### src/rtl/bcminer_multilane_collector.sv
// bcminer_multilane_collector: gathers per-cycle results from NUM_LANES lattice
// chains. It rebuilds each winner's nonce as {lane counter, lane index}, parks
// winners in one pending slot per lane and arbitrates them round-robin into a
// first-word-fall-through FIFO for the host.
// Optional feature macro: BCMINER_STATS_EN adds the stat_wins/stat_drops counters.
//
// Host handshake: nonce_valid is high whenever the FIFO holds an entry, and
// nonce_out then shows the head. Asserting rd_en while nonce_valid is high
// consumes the head at that clock edge. rd_en while nonce_valid is low is ignored.
module bcminer_multilane_collector #(
  parameter int NUM_LANES  = 4,
  parameter int LANEBITS   = (NUM_LANES > 1) ? $clog2(NUM_LANES) : 1,
  parameter int NONCE_W    = 32,
  parameter int FIFO_DEPTH = 8
) (
  input  logic                          clk,
  input  logic                          rst_n,
  input  logic                          block_start,
  input  logic [NUM_LANES-1:0]          lane_valid,
  input  logic [NUM_LANES-1:0]          lane_success,
  input  logic                          rd_en,
  output logic [NONCE_W-1:0]            nonce_out,
  output logic                          nonce_valid,
  output logic                          overflow,
  output logic                          exhausted,
  output logic [$clog2(FIFO_DEPTH):0]   fifo_level
`ifdef BCMINER_STATS_EN
  ,
  output logic [15:0]                   stat_wins,
  output logic [15:0]                   stat_drops
`endif
);

  localparam int CNT_W = NONCE_W - LANEBITS;
  localparam int AW    = $clog2(FIFO_DEPTH);
  localparam int LW    = AW + 1;
  localparam logic [CNT_W-1:0]    CNT_ONE   = CNT_W'(1);
  localparam logic [LANEBITS-1:0] PTR_ONE   = LANEBITS'(1);
  localparam logic [LANEBITS-1:0] LAST_LANE = LANEBITS'(NUM_LANES - 1);
  localparam logic [AW-1:0]       AW_ONE    = AW'(1);
  localparam logic [LW-1:0]       LVL_ONE   = LW'(1);
  localparam logic [LW-1:0]       FULL_LVL  = LW'(FIFO_DEPTH);

  logic [CNT_W-1:0]    cnt_q [NUM_LANES];
  logic [CNT_W-1:0]    cnt_d [NUM_LANES];
  logic [NONCE_W-1:0]  pend_q [NUM_LANES];
  logic [NONCE_W-1:0]  pend_d [NUM_LANES];
  logic [NUM_LANES-1:0] done_q, done_d;
  logic [NUM_LANES-1:0] pend_v_q, pend_v_d;
  logic [NUM_LANES-1:0] acc, win, drop, capt;
  logic [LANEBITS-1:0] rr_q, rr_d;
  logic [LANEBITS-1:0] gnt_idx;
  logic                gnt_found;
  logic                ovf_q, exh_q;

  logic [NONCE_W-1:0]  mem_q [FIFO_DEPTH];
  logic [AW-1:0]       wr_q, rd_q;
  logic [LW-1:0]       lvl_q, lvl_d;
  logic                full, push, pop;

  // A lane result counts only if the lane has not swept its space and the
  // cycle does not belong to the outgoing block.
  assign acc = lane_valid & ~done_q & {NUM_LANES{~block_start}};
  assign win = acc & lane_success;

  // Round-robin search over pending slots starting at the pointer.
  always_comb begin
    logic [LANEBITS-1:0] idx;
    idx       = '0;
    gnt_found = 1'b0;
    gnt_idx   = '0;
    for (int i = 0; i < NUM_LANES; i++) begin
      idx = rr_q + LANEBITS'(i);
      if (!gnt_found && pend_v_q[idx]) begin
        gnt_found = 1'b1;
        gnt_idx   = idx;
      end
    end
  end

  // A full FIFO still accepts a push when the host pops in the same cycle.
  assign full = (lvl_q == FULL_LVL);
  assign pop  = rd_en & (lvl_q != '0) & ~block_start;
  assign push = gnt_found & ~block_start & (~full | rd_en);

  // Per-lane counters, sweep tracking and pending-slot capture or drop.
  always_comb begin
    cnt_d    = cnt_q;
    done_d   = done_q;
    pend_d   = pend_q;
    pend_v_d = pend_v_q;
    drop     = '0;
    capt     = '0;
    rr_d     = rr_q;
    if (push) rr_d = (gnt_idx == LAST_LANE) ? '0 : gnt_idx + PTR_ONE;
    for (int l = 0; l < NUM_LANES; l++) begin
      if (block_start) begin
        cnt_d[l]    = '0;
        done_d[l]   = 1'b0;
        pend_v_d[l] = 1'b0;
      end else begin
        if (acc[l]) begin
          cnt_d[l] = cnt_q[l] + CNT_ONE;
          if (&cnt_q[l]) done_d[l] = 1'b1;
        end
        if (win[l]) begin
          if (pend_v_q[l] && !(push && gnt_idx == LANEBITS'(l))) begin
            drop[l] = 1'b1;
          end else begin
            capt[l]     = 1'b1;
            pend_d[l]   = {cnt_q[l], LANEBITS'(l)};
            pend_v_d[l] = 1'b1;
          end
        end else if (push && gnt_idx == LANEBITS'(l)) begin
          pend_v_d[l] = 1'b0;
        end
      end
    end
  end

  // Lane state, arbiter pointer, sticky overflow and exhaustion flag.
  always_ff @(posedge clk or negedge rst_n) begin
    if (!rst_n) begin
      for (int l = 0; l < NUM_LANES; l++) begin
        cnt_q[l]  <= '0;
        pend_q[l] <= '0;
      end
      done_q   <= '0;
      pend_v_q <= '0;
      rr_q     <= '0;
      ovf_q    <= 1'b0;
      exh_q    <= 1'b0;
    end else begin
      cnt_q    <= cnt_d;
      pend_q   <= pend_d;
      done_q   <= done_d;
      pend_v_q <= pend_v_d;
      rr_q     <= rr_d;
      ovf_q    <= block_start ? 1'b0 : (ovf_q | (|drop));
      exh_q    <= &done_d;
    end
  end

  // Next FIFO occupancy from the push/pop pair.
  always_comb begin
    lvl_d = lvl_q;
    if (push && !pop)      lvl_d = lvl_q + LVL_ONE;
    else if (!push && pop) lvl_d = lvl_q - LVL_ONE;
  end

  // FIFO pointers and occupancy; block_start empties the queue.
  always_ff @(posedge clk or negedge rst_n) begin
    if (!rst_n) begin
      wr_q  <= '0;
      rd_q  <= '0;
      lvl_q <= '0;
    end else if (block_start) begin
      wr_q  <= '0;
      rd_q  <= '0;
      lvl_q <= '0;
    end else begin
      if (push) wr_q <= wr_q + AW_ONE;
      if (pop)  rd_q <= rd_q + AW_ONE;
      lvl_q <= lvl_d;
    end
  end

  // FIFO storage; contents are only observable through the gated head.
  always_ff @(posedge clk) begin
    if (push) mem_q[wr_q] <= pend_q[gnt_idx];
  end

  assign nonce_valid = (lvl_q != '0);
  assign nonce_out   = nonce_valid ? mem_q[rd_q] : '0;
  assign fifo_level  = lvl_q;
  assign overflow    = ovf_q;
  assign exhausted   = exh_q;

`ifdef BCMINER_STATS_EN
  logic [15:0] wins_q, drops_q;
  logic [16:0] wins_sum, drops_sum;
  int          n_capt, n_drop;

  // Count captured and dropped winners this cycle, saturating at 16 bits.
  always_comb begin
    n_capt = 0;
    n_drop = 0;
    for (int l = 0; l < NUM_LANES; l++) begin
      n_capt = n_capt + int'(capt[l]);
      n_drop = n_drop + int'(drop[l]);
    end
    wins_sum  = {1'b0, wins_q} + 17'(n_capt);
    drops_sum = {1'b0, drops_q} + 17'(n_drop);
  end

  // Statistics registers, cleared with the block.
  always_ff @(posedge clk or negedge rst_n) begin
    if (!rst_n) begin
      wins_q  <= '0;
      drops_q <= '0;
    end else if (block_start) begin
      wins_q  <= '0;
      drops_q <= '0;
    end else begin
      wins_q  <= wins_sum[16] ? 16'hFFFF : wins_sum[15:0];
      drops_q <= drops_sum[16] ? 16'hFFFF : drops_sum[15:0];
    end
  end

  assign stat_wins  = wins_q;
  assign stat_drops = drops_q;
`endif

endmodule

### config.mk
export PLATFORM = sky130hd
export DESIGN_NAME = bcminer_multilane_collector
export DESIGN_NICKNAME = d
export VERILOG_FILES = /design/src/rtl/bcminer_multilane_collector.sv
export SDC_FILE = /design/constraint.sdc
export NUM_CORES = 1
export LEC_CHECK = 0
export CAP_MARGIN = 20
export CORE_UTILIZATION = 65
export DETAILED_ROUTE_END_ITERATION = 16
export PLACE_DENSITY = 0.83
export SLEW_MARGIN = 10
export SYNTH_ARGS = -nofsm -noshare
export SYNTH_HDL_FRONTEND = slang
export SYNTH_SLANG_ARGS = --single-unit
export TNS_END_PERCENT = 20
### constraint.sdc
create_clock -name clk -period 14.2 [get_ports clk]
set_input_delay 2.84 -clock clk [delete_from_list [all_inputs] [get_ports clk]]
set_output_delay 2.84 -clock clk [all_outputs]
set_load 0.005 [all_outputs]
==> out/qor.yml <==
r2r-end: "pend_q[66]"
track_usage_pct: 28.6
synth-async-reset-ratio_pct: 50.9
min_path_cells: 1
yosysWarnings: 0
met2_usage_pct: 49.1
placed_area_um2: 23200
cts_repair_resize_count: 0
port_buffers: 50
fin_area_um2: 25000
p_leak_nw: 9.77
wl_per_cell_um: 22.6
synth_area_leaders: "edfxtp_1 (34%), dfrtp_1 (30%), mux4_2 (6.5%)"
grt_start_max_net_pins: 121
yosysUniqueCellTypes: 54
viasPerCell: 6.23
clkSinkCount: 521
die_w_um: 187
die_h_um: 187
hold_viol_final: 0
tns_ps: 0
cts.root.buffer_cell: "clkbuf_16"
synth.ff_latch_count: 521
synth_edf_count: 256
ff2ff_path_depth: 6
cts_hold_buf: 0
worstReg2RegStart: "pend_v_q[3]"
cts_buffers: 51
synth_nets: 1638
slew_viol_final: 0
ys.flop_type: "dfrtp_1"
io_pins: 51
status: "complete, no violations"
criticalPathCategory: "reg -> out"
period_minus_slack_ps: 6380
grt_util_met3_pct: 3.47
grt.overflow.total: 0
grt_pass1_vias: 13700
setup_viol: 0
r2r_slack_ps: 10750
synth.top_cell.area_share_pct: 34.5
cp.arrival_ps: 3540
clk_pin_slew_ps: 60
drtIter0Drc: 1151
finalPower_w: 0.00385
avgSynthCellArea_um2: 13.8
slew_headroom_pct: 21.5
maxCapViolCount: 0
netlist_instances: 1616
cts_tree: "built"
dieArea_um2: 35100
critPathMaxFanout: 46
grt_pass1_wl_um: 76600
nets: 1681
initial_core_util_pct: 66.4
dr.pass1.iters: 5
postRouteAntennaNets: 0
min_period_over_period_pct: 44.9
fmax_mhz: 157
cellPowerDensity_nw_per_um2: 154
clock_latency_ps: 570
antenna_found_initial: 0
critPathMaxStageDelay_ps: 790
yosysSeqAreaShare_pct: 64.2
postCtsSetupRepairBufs: 0
cts_max_level: 2
drive_gt1_share_pct: 14.5
hpwl_um: 28300
fin_ws_ps: 7820
synth_area_um2: 22300
yosysTopAreaCell: "edfxtp_1"
gp_congestion: 0.829
tightest_slew_ps: 1180
worst_ep_required_time_ps: 11360
slowest_stage: "buf_4"
vias: 13400
drc: 0
worst_hold_path.endpoint: "pend_q[64]"
grtUsageMet1_pct: 38.7
placementRows: 67
fin_worst_skew_ps: 24.1
path_cells: "buf_4, mux4_2, mux2i_1, nor2_1, clkdlybuf4s50_1"
top_usage_layer: "met2"
cp-start-kind: "register"
cts_buffer_depth: 3
hp-class: "reg -> reg"
totalWireLength_um: 48500
dpl_worst_slack_ps: 8330
hold_start: "pend_q[64]"
rsz0062_at_grt: "false"
syn2layout_area_growth_pct: 11.9
end_kind: "output pin"
irDropWorstVdd_uv: 131
core_area_um2: 33600
antenna_cells: 0
[per-stage QoR]
stage               utilization (%)  hold slack, ps  instances
global route                   74.3             500       2146
detailed placement             69.1             457       2054
global placement               69.1             452       2054
floorplan                         -             435       1616
CTS                            74.3             474       2146
finish                         74.3             477       2146
[per-layer routing]
metal / vias up / share of wire [%]
li1: 5945 / -
met1: 6891 / 41
met2: 442 / 51
met3: 101 / 5.4
met4: 0 / 2.8
met5: - / 0
[how the worst max path moves through the flow]
stage	start	end	depth (start not counted)
final	rd_q[0]	nonce_out[10]	5
after global routing	rd_q[0]	nonce_out[0]	5
after CTS	rd_q[0]	nonce_out[10]	5
after detailed placement	rd_en	pend_q[66]	6
after global placement	rd_q[0]	nonce_out[10]	5
after floorplan	rd_en	mem_q[2][0]	4
[registers in the layout (all words and copies together) (netlist names)]
| register | count |
|---|---|
| pend_q | 123 |
| pend_v_q | 4 |
| overflow | 1 |
| cnt_q | 120 |
| rd_q | 3 |
| wr_q | 3 |
| fifo_level | 4 |
| exhausted | 1 |
| done_q | 4 |
| mem_q | 256 |
| rr_q | 2 |
[cells in the mapped netlist, types with 3 or more instances]
| library cell | count |
|---|---|
| xor2_1 | 68 |
| inv_1 | 13 |
| mux2_1 | 65 |
| nand2b_1 | 7 |
| a21oi_1 | 30 |
| nor2b_1 | 7 |
| dfrtp_1 | 265 |
| nand4_1 | 27 |
| mux2_2 | 28 |
| mux4_2 | 64 |
| and3_1 | 47 |
| nand2_1 | 190 |
| nor3_1 | 19 |
| a21o_1 | 3 |
| xnor2_1 | 36 |
| a31oi_1 | 35 |
| or3_1 | 21 |
| clkbuf_1 | 44 |
| edfxtp_1 | 256 |
| buf_1 | 13 |
| and4_1 | 14 |
| nor4_1 | 3 |
| ha_1 | 9 |
| o21ai_0 | 21 |
| buf_6 | 3 |
| nor3b_1 | 5 |
| buf_2 | 18 |
| nor2_1 | 165 |
| mux2_4 | 29 |
| mux2i_1 | 36 |
| and2_1 | 5 |
| or2_2 | 5 |
| nand3_1 | 40 |
[cells by family (layout without fill, tap and decap cells)]
family	Yosys count	in the layout	synth area share, %
and+or+nand+nor	564	564	11.8
buffers and inverters	93	175	1.77
xor gates and xnor gates	104	104	4.08
DFF	521	521	64.2
adders and majority gates	10	10	0.595
muxes	222	222	14.7
AOI/OAI and AO/OA	102	102	2.82
[area by class of cell]
class | count | area, um^2
Fill cell | 1977 | 8650
Multi-Input combinational cell | 1002 | 7660
Sequential cell | 521 | 14300
Clock inverter | 13 | 184
Clock buffer | 79 | 1540
Tap cell | 448 | 561
Timing Repair Buffer | 68 | 638
Inverter | 15 | 57.6
[power by group]
| group | internal [W] | switching (W) | total, W |
|---|---|---|---|
| clock network | 0.000818 | 0.000556 | 0.00137 |
| registers | 0.00168 | 0.0000573 | 0.00174 |
| logic | 0.000348 | 0.000390 | 0.000738 |
[critical path: cells and delay by family (launching register included)]
family | cells | cell delay, ps
multiplexers | 2 | 910
flip-flops | 1 | 690
buffers and inverters | 2 | 1250
AND/OR/NAND/NOR | 1 | 70
[layout by cell type, fill, tap and decap left out, types with 40 or more instances in the layout]
cell             instances
nor2_1                 164
mux2_1                  65
clkdlybuf4s50_1         48
xor2_1                  68
nand2_1                189
clkbuf_16               52
nand3_1                 40
dfrtp_1                262
and3_1                  47
mux4_2                  64
edfxtp_1               256
(Power assumes the default switching activity.)
